<file path="src/rtl/cs_flow_if.sv">
// Stage start/done handshake bundle between cs_flow (master) and the five
// stage engines (slave): the master raises fs_*, the engine answers on fd_*.
interface cs_flow_if;
  logic fs_adc_check;
  logic fd_adc_check;
  logic fs_adc_conf;
  logic fd_adc_conf;
  logic fs_adc_read;
  logic fd_adc_read;
  logic fs_adc_fifo;
  logic fd_adc_fifo;
  logic fs_udp_tx;
  logic fd_udp_tx;

  modport master (
    output fs_adc_check, fs_adc_conf, fs_adc_read, fs_adc_fifo, fs_udp_tx,
    input  fd_adc_check, fd_adc_conf, fd_adc_read, fd_adc_fifo, fd_udp_tx
  );

  modport slave (
    input  fs_adc_check, fs_adc_conf, fs_adc_read, fs_adc_fifo, fs_udp_tx,
    output fd_adc_check, fd_adc_conf, fd_adc_read, fd_adc_fifo, fd_udp_tx
  );
endinterface

</file>
<file path="src/rtl/cs_flow.sv">
// ADC capture / UDP transmit flow sequencer with registered stage starts.
// Optional stage watchdog and ERR state are enabled by `define CS_FLOW_TIMEOUT_EN.
module cs_flow #(
  parameter logic [15:0] TIMEOUT = 16'd50000
) (
  input  logic        clk,
  input  logic        rst,
  input  logic        fs_adc,
  input  logic        conf_req,
  input  logic        err_clr,
  cs_flow_if.master   stg,
  output logic        busy,
  output logic        err,
  output logic [2:0]  err_code,
  output logic [7:0]  ovr_cnt
);

  typedef enum logic [2:0] {
    S_INIT_CHECK,
    S_INIT_CONF,
    S_IDLE,
    S_CONF,
    S_READ,
    S_FIFO,
    S_TX,
    S_ERR
  } state_t;

  state_t      state_q, state_d;
  logic        pending_q, pending_d;
  logic [7:0]  ovr_q, ovr_d;
  logic [2:0]  err_code_q, err_code_d;
  logic        err_q, err_d;
  logic        busy_q, busy_d;
  logic        fs_check_q, fs_check_d;
  logic        fs_conf_q, fs_conf_d;
  logic        fs_read_q, fs_read_d;
  logic        fs_fifo_q, fs_fifo_d;
  logic        fs_tx_q, fs_tx_d;

  logic        in_stage;
  logic        stage_fd;
  logic [2:0]  stage_id;
  logic        drop_adc;

`ifdef CS_FLOW_TIMEOUT_EN
  localparam logic [15:0] TIMEOUT_LAST = TIMEOUT - 16'd1;
  logic [15:0] timer_q, timer_d;
`else
  logic [16:0] unused_cfg;
  assign unused_cfg = {err_clr, TIMEOUT};
`endif

  // Only the done flag of the stage currently being driven is looked at.
  always_comb begin
    in_stage = 1'b1;
    stage_fd = 1'b0;
    stage_id = 3'd0;
    unique case (state_q)
      S_INIT_CHECK: begin stage_fd = stg.fd_adc_check; stage_id = 3'd1; end
      S_INIT_CONF,
      S_CONF:       begin stage_fd = stg.fd_adc_conf;  stage_id = 3'd2; end
      S_READ:       begin stage_fd = stg.fd_adc_read;  stage_id = 3'd3; end
      S_FIFO:       begin stage_fd = stg.fd_adc_fifo;  stage_id = 3'd4; end
      S_TX:         begin stage_fd = stg.fd_udp_tx;    stage_id = 3'd5; end
      default:      in_stage = 1'b0;
    endcase
  end

  always_comb begin
    state_d    = state_q;
    pending_d  = pending_q;
    ovr_d      = ovr_q;
    err_code_d = err_code_q;

    unique case (state_q)
      S_INIT_CHECK: if (stage_fd) state_d = S_INIT_CONF;
      S_INIT_CONF:  if (stage_fd) state_d = S_IDLE;
      S_CONF:       if (stage_fd) state_d = S_IDLE;
      S_READ:       if (stage_fd) state_d = S_FIFO;
      S_FIFO:       if (stage_fd) state_d = S_TX;
      S_TX:         if (stage_fd) state_d = S_IDLE;
      S_IDLE: begin
        if (pending_q || conf_req) state_d = S_CONF;
        else if (fs_adc)           state_d = S_READ;
      end
      S_ERR: begin
`ifdef CS_FLOW_TIMEOUT_EN
        if (err_clr) begin
          state_d    = S_INIT_CHECK;
          err_code_d = 3'd0;
        end
`endif
      end
      default: state_d = S_INIT_CHECK;
    endcase

`ifdef CS_FLOW_TIMEOUT_EN
    // A done flag on the expiry cycle still completes the stage.
    timer_d = timer_q;
    if (in_stage && !stage_fd && timer_q == TIMEOUT_LAST) begin
      state_d    = S_ERR;
      err_code_d = stage_id;
    end
    if (state_d != state_q) timer_d = 16'd0;
    else if (in_stage)      timer_d = timer_q + 16'd1;
`endif

    if (conf_req && state_q != S_IDLE) pending_d = 1'b1;
    if (state_q == S_IDLE && state_d == S_CONF) pending_d = 1'b0;

    drop_adc = fs_adc && (state_q != S_IDLE || pending_q || conf_req);
    if (drop_adc && ovr_q != 8'hFF) ovr_d = ovr_q + 8'd1;

    fs_check_d = (state_d == S_INIT_CHECK);
    fs_conf_d  = (state_d == S_INIT_CONF) || (state_d == S_CONF);
    fs_read_d  = (state_d == S_READ);
    fs_fifo_d  = (state_d == S_FIFO);
    fs_tx_d    = (state_d == S_TX);
    busy_d     = (state_d != S_IDLE);
`ifdef CS_FLOW_TIMEOUT_EN
    err_d      = (state_d == S_ERR);
`else
    err_d      = 1'b0;
    err_code_d = 3'd0;
`endif
  end

  always_ff @(posedge clk or posedge rst) begin
    if (rst) begin
      state_q    <= S_INIT_CHECK;
      pending_q  <= 1'b0;
      ovr_q      <= 8'd0;
      err_code_q <= 3'd0;
      err_q      <= 1'b0;
      busy_q     <= 1'b1;
      fs_check_q <= 1'b1;
      fs_conf_q  <= 1'b0;
      fs_read_q  <= 1'b0;
      fs_fifo_q  <= 1'b0;
      fs_tx_q    <= 1'b0;
`ifdef CS_FLOW_TIMEOUT_EN
      timer_q    <= 16'd0;
`endif
    end else begin
      state_q    <= state_d;
      pending_q  <= pending_d;
      ovr_q      <= ovr_d;
      err_code_q <= err_code_d;
      err_q      <= err_d;
      busy_q     <= busy_d;
      fs_check_q <= fs_check_d;
      fs_conf_q  <= fs_conf_d;
      fs_read_q  <= fs_read_d;
      fs_fifo_q  <= fs_fifo_d;
      fs_tx_q    <= fs_tx_d;
`ifdef CS_FLOW_TIMEOUT_EN
      timer_q    <= timer_d;
`endif
    end
  end

  assign stg.fs_adc_check = fs_check_q;
  assign stg.fs_adc_conf  = fs_conf_q;
  assign stg.fs_adc_read  = fs_read_q;
  assign stg.fs_adc_fifo  = fs_fifo_q;
  assign stg.fs_udp_tx    = fs_tx_q;
  assign busy             = busy_q;
  assign err              = err_q;
  assign err_code         = err_code_q;
  assign ovr_cnt          = ovr_q;

endmodule

</file>
<file path="src/flat_wrapper.sv">
// flat-port wrapper written by rule: the top's interface ports become plain ports
module cs_flow_flat 
#(
  parameter logic [15:0] TIMEOUT = 16'd50000
)
  (clk, rst, fs_adc, conf_req, err_clr, busy, err, err_code, ovr_cnt, stg_fs_adc_check, stg_fs_adc_conf, stg_fs_adc_read, stg_fs_adc_fifo, stg_fs_udp_tx, stg_fd_adc_check, stg_fd_adc_conf, stg_fd_adc_read, stg_fd_adc_fifo, stg_fd_udp_tx);
  cs_flow_if stg_i ();
  input  logic clk;
  input  logic rst;
  input  logic fs_adc;
  input  logic conf_req;
  input  logic err_clr;
  output logic busy;
  output logic err;
  output logic [2:0] err_code;
  output logic [7:0] ovr_cnt;
  output wire logic [$bits(stg_i.fs_adc_check)-1:0] stg_fs_adc_check;
  output wire logic [$bits(stg_i.fs_adc_conf)-1:0] stg_fs_adc_conf;
  output wire logic [$bits(stg_i.fs_adc_read)-1:0] stg_fs_adc_read;
  output wire logic [$bits(stg_i.fs_adc_fifo)-1:0] stg_fs_adc_fifo;
  output wire logic [$bits(stg_i.fs_udp_tx)-1:0] stg_fs_udp_tx;
  input wire logic [$bits(stg_i.fd_adc_check)-1:0] stg_fd_adc_check;
  input wire logic [$bits(stg_i.fd_adc_conf)-1:0] stg_fd_adc_conf;
  input wire logic [$bits(stg_i.fd_adc_read)-1:0] stg_fd_adc_read;
  input wire logic [$bits(stg_i.fd_adc_fifo)-1:0] stg_fd_adc_fifo;
  input wire logic [$bits(stg_i.fd_udp_tx)-1:0] stg_fd_udp_tx;
  assign stg_fs_adc_check = stg_i.fs_adc_check;
  assign stg_fs_adc_conf = stg_i.fs_adc_conf;
  assign stg_fs_adc_read = stg_i.fs_adc_read;
  assign stg_fs_adc_fifo = stg_i.fs_adc_fifo;
  assign stg_fs_udp_tx = stg_i.fs_udp_tx;
  assign stg_i.fd_adc_check = stg_fd_adc_check;
  assign stg_i.fd_adc_conf = stg_fd_adc_conf;
  assign stg_i.fd_adc_read = stg_fd_adc_read;
  assign stg_i.fd_adc_fifo = stg_fd_adc_fifo;
  assign stg_i.fd_udp_tx = stg_fd_udp_tx;
  cs_flow #(.TIMEOUT(TIMEOUT)) u_core (.clk(clk), .rst(rst), .fs_adc(fs_adc), .conf_req(conf_req), .err_clr(err_clr), .stg(stg_i), .busy(busy), .err(err), .err_code(err_code), .ovr_cnt(ovr_cnt));
endmodule
</file>
<file path="config.mk">
export PLATFORM = sky130hd
export DESIGN_NAME = cs_flow_flat
export DESIGN_NICKNAME = d
export VERILOG_FILES = /design/src/rtl/cs_flow_if.sv /design/src/rtl/cs_flow.sv /design/src/flat_wrapper.sv
export SDC_FILE = /design/constraint.sdc
export NUM_CORES = 1
export LEC_CHECK = 0
export BUFFER_PORTS_ARGS = -buffer_cell sky130_fd_sc_hd__buf_2
export CAP_MARGIN = 20
export CORE_ASPECT_RATIO = 1.2
export CORE_MARGIN = 1
export CORE_UTILIZATION = 44
export CTS_CLUSTER_SIZE = 40
export DETAILED_ROUTE_END_ITERATION = 7
export MAX_ROUTING_LAYER = met4
export PLACE_DENSITY_LB_ADDON = 0.1
export SKIP_CTS_REPAIR_TIMING = 1
export SLEW_MARGIN = 25
export SYNTH_ARGS = -nofsm -noshare
export SYNTH_HDL_FRONTEND = slang
export SYNTH_SLANG_ARGS = --single-unit
</file>
<file path="constraint.sdc">
create_clock -name clk -period 1.44 [get_ports clk]
set_input_delay 0.36 -clock clk [delete_from_list [all_inputs] [get_ports clk]]
set_output_delay 0.36 -clock clk [all_outputs]
set_load 0.01 [all_outputs]
</file>
# == Word level (Yosys, flattened, before mapping) ==
# Cells that the tools add are included.
# op_classes
addsub,1
n_eq_ne,14
muxes,10
n_reduce_logical,13
# ops
cell,n
$eq 3x3->1 const B,6
$mux 3,6
$pmux 3 s5,1
$eq 3x2->1 const B,3
$add 8x1->8 const B,1
$ne 8x8->1 const B,1
$eq 3x1->1 const B,2
$logic_not 3->1,2
$ne 3x2->1 const B,2
$pmux 1 s5,1
$logic_and 1x1->1,4
$logic_or 1x1->1,4
$reduce_or 3->1,1
$mux 1,2
$reduce_bool 2->1,1
$reduce_or 2->1,1
# totals
reg_bits,18
inputBits,10
out_inout_bits,18

# == Depth between registers and ports, before layout ==
# Gate-level depths: netlist of run 1.
# logic_depth
word_depth,8
depth_mapped,6
mapped_depth_nobuf,5

# == Worst setup path before layout of run 1 ==
# Ideal clock, no wire load.
# synth_path
path_type,register to register
start,"register u_core.ovr_q[0], in the netlist u_core.ovr_cnt[0]"
end,"register u_core.ovr_q[1], in the netlist u_core.ovr_cnt[1]"
setup_ps,125
arrival_time_ps,1379
slack_ps,-63
path_stages_with_launch,6
path_cell_list,dfrtp_1 ha_1 nand3_1 nor2_1 nor2_1 mux2_2
# synth_via
elab_chain_len,2
word_cells_on_any_way,3
cone_classes,add/sub (1); eq/ne (1); reduce/logical (1)
# synth_rtl
element,line,text
from (decl),cs_flow.sv:31,"logic [7:0] ovr_q, ovr_d;"
from (signal assigned),cs_flow.sv:148,ovr_q <= ovr_d;
"parallel branches: the longest is 2 deep, another holds $add 8x1->8",-,
# Parallel ways; which one is timed is not known.
# A chain may end at the register's enable or synchronous reset.

# == Worst setup path after layout of run 1 ==
# layout_path
start,register u_core.state_q[0]
end,"register u_core.ovr_q[1], in the netlist u_core.ovr_cnt[1]"
# layout_via
elab_chain_len,5
# layout_rtl
element,line,text
from (decl),cs_flow.sv:29,"state_t state_q, state_d;"
from (signal assigned),cs_flow.sv:146,state_q <= state_d;
$ne 3x2->1,cs_flow.sv:112,drop_adc = fs_adc && (state_q != S_IDLE || pending_q || conf_req);
$logic_or 1x1->1 (2 in a row),cs_flow.sv:112,
$logic_and 1x1->1,cs_flow.sv:112,
$logic_and 1x1->1,cs_flow.sv:113,if (drop_adc && ovr_q != 8'hFF) ovr_d = ovr_q + 8'd1;
# No other way between the ends.

==> results of run 1 <==
## critical path, cell delays in order (launching register included)
cell and delay (ps):
dfrtp_2 460, buf_4 150, nor2_2 160, a31o_4 260, nor2_4 40, mux2_2 270
## cell type report
cell class	instances	area share, %
Clock buffer	4	3.05
Timing Repair Buffer	37	18.7
Tap cell	19	2.00
Inverter	4	1.26
Sequential cell	18	38.3
Multi-Input combinational cell	56	36.6
## flip-flops by register name, summed over array words and instances, names as in the netlist
register and cells:
u_core.ovr_cnt 8, u_core.state_q 3, u_core.busy 1, u_core.pending_q 1, u_core.stg.fs_adc_check 1, u_core.stg.fs_adc_conf 1, u_core.stg.fs_adc_fifo 1, u_core.stg.fs_adc_read 1
u_core.stg.fs_udp_tx 1
## cell usage in the layout, fill, tap and decap left out, types with 2 or more instances in the layout
cell type  instances
clkbuf_4           3
nor3_1             3
nand3b_1           3
nor3b_2            2
buf_2             22
nor3b_1            2
nor2_1             3
buf_4             15
conb_1             4
dfrtp_2            2
nor2_4             2
dfrtp_1           14
nor4_2             3
a21oi_1            2
nand2_1            2
xor2_1             7
dfstp_2            2
nand3_1            5
inv_1              3
## through the flow
step / hold WS [ps] / instances / setup WS [ps] / cell area (um2) / power [mW]
floorplan: 297 / 84 / 16.4 / 890 / 1.61
CTS: 75.7 / 137 / -56.6 / 1120 / 2.48
global placement: 383 / 133 / -36.0 / 1090 / 2.14
global route: 94.3 / 138 / -79.1 / 1190 / 2.81
detailed placement: 392 / 133 / -30.9 / 1090 / 2.18
finish: 74.2 / 138 / 3.90 / 1190 / 2.59
## per-layer routing
| layer | GRT usage [%] | share of wire, % | vias to the layer above |
|---|---|---|---|
| met1 | 20.2 | 42 | 340 |
| met2 | 32.8 | 53 | 17 |
| met3 | 2.16 | 3.1 | 4 |
| met5 | - | 0 | - |
| met4 | 6.25 | 1.9 | 0 |
| li1 | - | - | 352 |
## logic make-up (layout without fill, tap and decap cells)
kind of cell    after synthesis  count (layout)
simple gates                 34              34
xor+xnor                      7               7
flops                        18              18
other cells                   1               4
mux                           2               2
compound gates                8               8
buf+inv                      10              45
fa+ha+maj                     1               1
## report_power, final
part | switching, mW | total [mW] | internal [mW]
Sequential | 0.183 | 0.937 | 0.754
Clock | 0.146 | 0.299 | 0.153
Combinational | 0.653 | 1.36 | 0.702
## Yosys cell counts (2+ instances only)
cell type  count  area share (%)
nor3b_1        4             3.4
nand3_1        5             2.9
nand3b_1       3             2.6
nor4_1         3             2.1
nor2_1         5             2.1
a21oi_1        2             1.1
dfrtp_1       16              46
dfstp_2        2             6.0
xor2_1         7             7.0
and3_1         2             1.4
nand2_1        2            0.86
inv_1          4             1.7
buf_4          5             4.3
nor3_1         4             2.3
## worst max path at each step
stage                             end              start  depth (start not counted)  slack, ps
6_report            u_core.ovr_cnt[1]  u_core.state_q[0]                          5          4
3_3_place_gp     u_core.stg.fs_udp_tx   stg_fd_adc_check                          5        -40
3_5_place_dp   u_core.stg.fs_adc_read  u_core.state_q[0]                          6        -30
5_1_grt             u_core.ovr_cnt[7]  u_core.state_q[0]                          5        -80
2_1_floorplan       u_core.ovr_cnt[1]  u_core.ovr_cnt[0]                          5         20
4_1_cts        u_core.stg.fs_adc_read  u_core.state_q[0]                          6        -60
==> results.py, run 1 <==
metrics = {
    "setup_path": {
        "worst_ep_arrival_time_ps": 1620,
        "endpoint_kind": "flop",
        "startpoint_type_of_the_worst_setup_path": "flop",
        "timing.critical_path.required_ps": 1620,
        "r2r_slack_ps": 4,
        "path_type_of_the_worst_setup_path": "reg -> reg",
        "rr_startpoint": "u_core.state_q[0]",
        "timing.reg2reg.worst_path_depth": 5,
        "crit_path_max_fanout": 7,
        "worstReg2RegEnd": "u_core.ovr_cnt[1]",
    },
    "worst_hold_path": {
        "hp-class": "in -> async",
    },
    "grt": {
        "pin_count_of_the_biggest_net_entering_global_routing": 19,
        "antenna_found_initial": 0,
        "grt_pass1_vias": 702,
        "grt_util_all_layers_pct": 18.1,
        "grt_pass1_wl_mm": 2.90,
        "grt-ovfl-total": 0,
    },
    "logic_synthesis": {
        "synth_cells": 81,
        "synth_async_sr_flop_share_pct": 100,
        "synth-seq-cells": 18,
        "yosysSeqAreaShare_pct": 51.9,
        "synthXorXnorAreaFrac_pct": 7.02,
        "unique_cell_type_count_in_the_yosys_netlist": 31,
        "synth-main-ff-cell": "dfrtp_1",
        "synthSimpleGateAreaFrac_pct": 22.2,
        "synth_enable_flop_cells": 0,
        "synth_area_um2": 873,
        "synth.area.mux_share_pct": 2.44,
        "share_of_synthesized_cell_area_in_full_adder_half_adder_and_majority_cells_pct": 1.43,
        "synth_top_family_by_area": "simple AND/OR/NAND/NOR gates",
        "synth_compound_area_share_pct": 8.02,
        "syn-mean-instance-area_um2": 10.8,
        "yosys_warnings": 0,
    },
    "route": {
        "antenna_left": 0,
        "wire_per_inst_um": 12.4,
        "avgViaCountPerCell": 5.17,
        "tritonroute_pass_1_iters": 3,
        "drc": 0,
        "drt_iter0_markers": 5,
        "wirelength_mm": 1.71,
        "via_count": 713,
    },
    "status": {
        "status": "finished, final reports clean",
    },
    "power": {
        "power.density_nw_per_um2": 2180,
        "total_leakage_power_nw": 0.573,
        "vdd_ir_drop_max_v": 0.00108,
    },
    "die": {
        "die-height_um": 50.8,
        "dieWidth_um": 42.7,
        "ios": 28,
        "fp.coreArea_um2": 1850,
        "starting_density_of_the_core_pct": 47.2,
        "design.die.area_um2": 2170,
        "rows": 17,
    },
    "sta": {
        "final.min_clock_period_ps": 1440,
        "timing.final.max_slew_violations": 0,
        "final_min_period_over_clock_period_pct": 99.7,
        "finalSetupTns_ps": 0,
        "final-setup-viol-count": 0,
        "rsz_0062_raised_after_global_routing": "yes",
        "clock_skew_ps": 9.55,
        "final_hold_viol_count": 0,
        "maxClockFrequency_mhz": 696,
    },
    "finish": {
        "antenna_cells": 0,
        "syn2layout_area_growth_pct": 36.1,
        "layout_filler_cell_count": 177,
        "layout.area.seq_um2": 455,
        "layout-drive-gt1-share_pct": 50.4,
        "post-route-util_pct": 64.2,
        "multi_input_area_um2": 435,
        "layout.nets": 131,
    },
    "clock_network": {
        "clock-root-buffer": "clkbuf_4",
        "clock_sinks": 18,
        "clkTransAtPathRegs_ps": 110,
        "cts.path.max_buffers": 2,
        "clock_tree_from_tritoncts": "yes",
        "cts_inserted_buffers": 3,
        "htree_levels": 1,
        "clk_latency_ps": 280,
    },
    "place": {
        "place_congestion": 0.760,
        "dp_hpwl_mm": 1.24,
        "port_buffers": 22,
    },
    "flow_run": {
        "max-cap-violations": 0,
    },
}
Power figures use the tool's default switching activity.
==> inputs of run 2 (changes only) <==
--- a/config.mk
+++ b/config.mk
@@ -7,13 +7,14 @@
 export LEC_CHECK = 0
 export BUFFER_PORTS_ARGS = -buffer_cell sky130_fd_sc_hd__buf_2
 export CAP_MARGIN = 20
-export CORE_ASPECT_RATIO = 1.2
+export CORE_ASPECT_RATIO = 0.75
 export CORE_MARGIN = 1
 export CORE_UTILIZATION = 44
 export CTS_CLUSTER_SIZE = 40
 export DETAILED_ROUTE_END_ITERATION = 7
 export MAX_ROUTING_LAYER = met4
 export PLACE_DENSITY_LB_ADDON = 0.1
+export REMOVE_ABC_BUFFERS = 1
 export SKIP_CTS_REPAIR_TIMING = 1
 export SLEW_MARGIN = 25
 export SYNTH_ARGS = -nofsm -noshare
==> run 2 against run 1 <==
Cell area increased by 2.5%. Sequential cell count is the same. Sequential share of layout area is 0.94 points lower. Clock power increased by 3%. Largest power group unchanged. Highest routed layer unchanged.
==> results.py, run 2 (same netlist as run 1, synthesis figures left out) <==
metrics = {
    "clock_network": {
        "clkTransAtPathRegs_ps": 100,
        "clock-root-buffer": "clkbuf_4",
        "clock_tree_from_tritoncts": "yes",
        "cts.path.max_buffers": 2,
        "htree_levels": 1,
        "cts_inserted_buffers": 3,
        "clk_latency_ps": 290,
        "clock_sinks": 18,
    },
    "setup_path": {
        "endpoint_kind": "flop",
        "worst_ep_arrival_time_ps": 1600,
        "rr_startpoint": "u_core.state_q[0]",
        "timing.critical_path.required_ps": 1630,
        "startpoint_type_of_the_worst_setup_path": "flop",
        "r2r_slack_ps": 20,
        "path_type_of_the_worst_setup_path": "reg -> reg",
        "timing.reg2reg.worst_path_depth": 4,
        "worstReg2RegEnd": "u_core.ovr_cnt[1]",
        "crit_startpoint": "u_core.state_q[0]",
        "crit_path_max_fanout": 7,
    },
    "finish": {
        "most-common-layout-cells": "buf_2, buf_4, dfrtp_1",
        "finish.instance_area_um2": 1220,
        "layout-drive-gt1-share_pct": 50.4,
        "multi_input_area_um2": 430,
        "layout.area.seq_um2": 455,
        "syn2layout_area_growth_pct": 39.5,
        "antenna_cells": 0,
        "layout_filler_cell_count": 158,
        "largest_reg_flops": 8,
        "layout.nets": 135,
        "layout_commonest_cell": "buf_2",
    },
    "sta": {
        "finalSetupTns_ps": 0,
        "final-setup-viol-count": 0,
        "final.min_clock_period_ps": 1420,
        "final_min_period_over_clock_period_pct": 98.4,
        "rsz_0062_raised_after_global_routing": "yes",
        "final_hold_viol_count": 0,
        "timing.final.max_slew_violations": 0,
        "clock_skew_ps": 3.72,
        "maxClockFrequency_mhz": 706,
    },
    "route": {
        "tritonroute_pass_1_iters": 4,
        "drt_iter0_markers": 10,
        "drc": 0,
        "antenna_left": 0,
        "wire_per_inst_um": 12.6,
        "via_count": 741,
        "avgViaCountPerCell": 5.11,
        "wirelength_mm": 1.83,
    },
    "power": {
        "total_leakage_power_nw": 0.584,
        "total_power_mw": 2.71,
        "power.density_nw_per_um2": 2220,
        "vdd_ir_drop_max_v": 0.00135,
    },
    "flow_run": {
        "max-cap-violations": 0,
    },
    "die": {
        "dieWidth_um": 53.4,
        "ios": 28,
        "rows": 13,
        "die-height_um": 40.6,
        "fp.coreArea_um2": 1810,
        "design.die.area_um2": 2170,
        "starting_density_of_the_core_pct": 48.4,
    },
    "place": {
        "port_buffers": 22,
        "place_congestion": 0.765,
        "placed_area_um2": 1100,
        "dp_hpwl_mm": 1.33,
    },
    "grt": {
        "grt_pass1_wl_mm": 2.74,
        "grt_util_all_layers_pct": 20.3,
        "grt_pass1_vias": 607,
        "antenna_found_initial": 0,
        "grt-ovfl-total": 0,
        "pin_count_of_the_biggest_net_entering_global_routing": 19,
    },
    "status": {
        "status": "finished, final reports clean",
    },
    "worst_hold_path": {
        "hp-class": "in -> async",
    },
}
run 2: cell types whose count changed in the layout (fill, tap and decap cells not counted), sizes merged:
cell	delta
buf	+3
clkbuf	+1
run 2: metrics by stage:
stage	cells	hold WS [ps]	util, %	worst slack (ps)
after floorplan	78	297	-	-63.4
after global placement	138	382	60.9	-96.3
after detailed placement	138	400	60.9	-138
after CTS	142	62.5	62.9	-108
after global routing	145	91.6	67.5	-44.8
final	145	62.8	67.5	23.3
run 2: layer usage:
layer / global-route usage [%] / routed length (um) / part of all wire (%) / vias to the layer above
met2: 29.7 / 786 / 43 / 18
met4: 9.87 / 34 / 1.9 / 0
met5: - / 0 / 0 / -
li1: - / - / - / 364
met1: 24.4 / 910 / 50 / 354
met3: 8.33 / 94 / 5.2 / 5
run 2: worst max path at each step:
stage,endpoint,slack (ps),depth (start not counted)
6_report,u_core.ovr_cnt[1],20,4
5_1_grt,u_core.ovr_cnt[1],-40,5
4_1_cts,u_core.stg.fs_adc_read,-110,6
3_5_place_dp,u_core.stg.fs_udp_tx,-140,5
3_3_place_gp,u_core.stg.fs_udp_tx,-100,5
2_1_floorplan,u_core.ovr_cnt[1],-60,5
run 2: layout make-up:
cell class              instances  share of cell area [%]
multi-input cells              56                    35.3
flip-flops and latches         18                    37.4
inverters                       4                    1.23
well taps                      22                    2.26
clock buffers                   4                    2.98
repair buffers                 41                    20.8
run 2: power by group:
group	switching, mW	internal (mW)
Sequential	0.163	0.754
Combinational	0.723	0.756
Clock	0.155	0.154
Total	1.04	1.66
run 2: worst max-delay path, stage by stage, from the launching register on:
cell	delay, ps
dfrtp_2	460
nor2_2	90
a31o_4	280
nor2_2	130
mux2_2	350
==> inputs of run 3 (changes only) <==
--- a/config.mk
+++ b/config.mk
@@ -7,13 +7,13 @@
 export LEC_CHECK = 0
 export BUFFER_PORTS_ARGS = -buffer_cell sky130_fd_sc_hd__buf_2
 export CAP_MARGIN = 20
-export CORE_ASPECT_RATIO = 0.75
+export CORE_ASPECT_RATIO = 0.7
 export CORE_MARGIN = 1
 export CORE_UTILIZATION = 44
 export CTS_CLUSTER_SIZE = 40
 export DETAILED_ROUTE_END_ITERATION = 7
-export MAX_ROUTING_LAYER = met4
 export PLACE_DENSITY_LB_ADDON = 0.1
+export RECOVER_POWER = 25
 export REMOVE_ABC_BUFFERS = 1
 export SKIP_CTS_REPAIR_TIMING = 1
 export SLEW_MARGIN = 25
==> run 3 against run 2 <==
Cell area down 0.51%. Critical path depth unchanged. Sequential cell count unchanged. Maximum frequency down 0.61%. Non-clock buffer count down 2. Die area about the same. Highest routed layer unchanged.
==> results.py, run 3 (same netlist as run 1, synthesis figures left out) <==
metrics = {
    "status": {
        "status": "finished, final reports clean",
    },
    "route": {
        "wirelength_mm": 1.83,
        "via_count": 734,
        "drc": 0,
        "antenna_left": 0,
        "wire_per_inst_um": 12.8,
        "drt_iter0_markers": 20,
        "avgViaCountPerCell": 5.13,
        "tritonroute_pass_1_iters": 4,
    },
    "finish": {
        "layout_filler_cell_count": 148,
        "layoutNonFillerInstCount": 143,
        "layout-drive-gt1-share_pct": 48.8,
        "layout.area.seq_um2": 455,
        "layout.nets": 133,
        "post-route-util_pct": 65.4,
        "layout_commonest_cell": "buf_2",
        "most-common-layout-cells": "buf_2, buf_4, dfrtp_1",
        "antenna_cells": 0,
        "largest_reg_flops": 8,
        "multi_input_area_um2": 437,
        "syn2layout_area_growth_pct": 38.8,
    },
    "clock_network": {
        "htree_levels": 1,
        "clock_tree_from_tritoncts": "yes",
        "clkTransAtPathRegs_ps": 100,
        "cts_inserted_buffers": 3,
        "clock-root-buffer": "clkbuf_4",
        "clk_latency_ps": 290,
        "clock_sinks": 18,
        "cts.path.max_buffers": 2,
    },
    "power": {
        "vdd_ir_drop_max_v": 0.00129,
        "total_leakage_power_nw": 0.573,
        "power_report.internal_total_mw": 1.62,
        "power.switching_fraction_pct": 39.1,
        "p_seq_share_pct": 33.9,
        "pwr-share-clk_pct": 11.5,
        "net-switching-power_mw": 1.04,
        "pwr-share-comb_pct": 54.6,
        "power.density_nw_per_um2": 2190,
    },
    "sta": {
        "whs_ps": 2.23,
        "final.min_clock_period_ps": 1430,
        "final-setup-viol-count": 0,
        "final_hold_viol_count": 0,
        "clock_skew_ps": 4.49,
        "rsz_0062_raised_after_global_routing": "yes",
        "maxClockFrequency_mhz": 702,
        "timing.final.max_slew_violations": 0,
        "final_min_period_over_clock_period_pct": 99.0,
    },
    "die": {
        "rows": 13,
        "starting_density_of_the_core_pct": 47.1,
        "die-height_um": 39.3,
        "dieWidth_um": 55.3,
        "ios": 28,
        "design.die.area_um2": 2170,
        "fp.coreArea_um2": 1850,
    },
    "setup_path": {
        "crit_path_max_fanout": 5,
        "timing.critical_path.required_ps": 1630,
        "critical_path.max_stage_delay_ps": 440,
        "slowest_stage": "a2111oi_1",
        "endpoint_kind": "flop",
        "path_type_of_the_worst_setup_path": "reg -> reg",
        "timing.critical_path.cells": "buf_6, a2111oi_1, a211oi_2, and3_1",
        "startpoint_type_of_the_worst_setup_path": "flop",
        "worst_ep_arrival_time_ps": 1610,
    },
    "grt": {
        "grt-ovfl-total": 0,
        "grt_util_all_layers_pct": 17.4,
        "grt_pass1_vias": 603,
        "pin_count_of_the_biggest_net_entering_global_routing": 12,
        "antenna_found_initial": 0,
        "grt_pass1_wl_mm": 2.74,
    },
    "place": {
        "port_buffers": 22,
        "post-place-cells": 136,
        "place_congestion": 0.824,
        "dp_hpwl_mm": 1.33,
    },
    "flow_run": {
        "max-cap-violations": 0,
    },
    "worst_hold_path": {
        "hp-class": "in -> async",
    },
}
-- run 3: cell type report --
class                      count  share of cell area, %
tap                           22                   2.27
timing repair buffer          39                   19.9
clock buffer                   4                   2.99
multi-input combinational     56                   36.0
inverter                       4                   1.24
sequential                    18                   37.6
-- run 3: layer usage --
metal | part of all wire, % | track usage, %
met5 | 0 | 0
met4 | 0.55 | 3.75
met3 | 5.2 | 6.27
met2 | 45 | 26.5
met1 | 50 | 23.9
-- run 3: metrics by stage --
| step | TNS (ps) | total power, mW | setup WS (ps) | area, um2 |
|---|---|---|---|---|
| final | 0 | 2.66 | 14.6 | 1210 |
| after global routing | -54.2 | 2.87 | -15.1 | 1210 |
| after CTS | -309 | 2.46 | -83.1 | 1120 |
| after detailed placement | -207 | 2.13 | -63.6 | 1080 |
| after global placement | -120 | 2.10 | -64.2 | 1080 |
| after floorplan | -63.4 | 1.56 | -63.4 | 842 |
-- run 3: worst paths after layout --
kind                       cells past startpoint                     end  slack (ps)         startpoint
min in group clk                               3  u_core.stg.fs_adc_fifo         390    stg_fd_adc_read
min                                            2       u_core.state_q[2]           2                rst
max in group asynchronous                      3       u_core.ovr_cnt[7]         710                rst
min reg2reg                                    1       u_core.ovr_cnt[7]         520  u_core.ovr_cnt[7]
max reg2reg                                    4    u_core.stg.fs_udp_tx          10  u_core.state_q[1]
max                                            4    u_core.stg.fs_udp_tx          10  u_core.state_q[1]
-- run 3: power by group through the flow --
stage	sequential (mW)	combinational [mW]	clock (mW)
6_report	0.903	1.45	0.306
5_1_grt	0.925	1.59	0.347
4_1_cts	0.916	1.22	0.319
3_5_place_dp	0.922	1.21	0
3_3_place_gp	0.908	1.19	0
2_1_floorplan	1.07	0.495	0
-- run 3: critical path: cells and delay by family, from the launching register on --
family,cells,cell delay (ps)
flip-flops,1,420
AO/OA/AOI/OAI,2,580
AND/OR/NAND/NOR,1,200
buffers and inverters,1,130
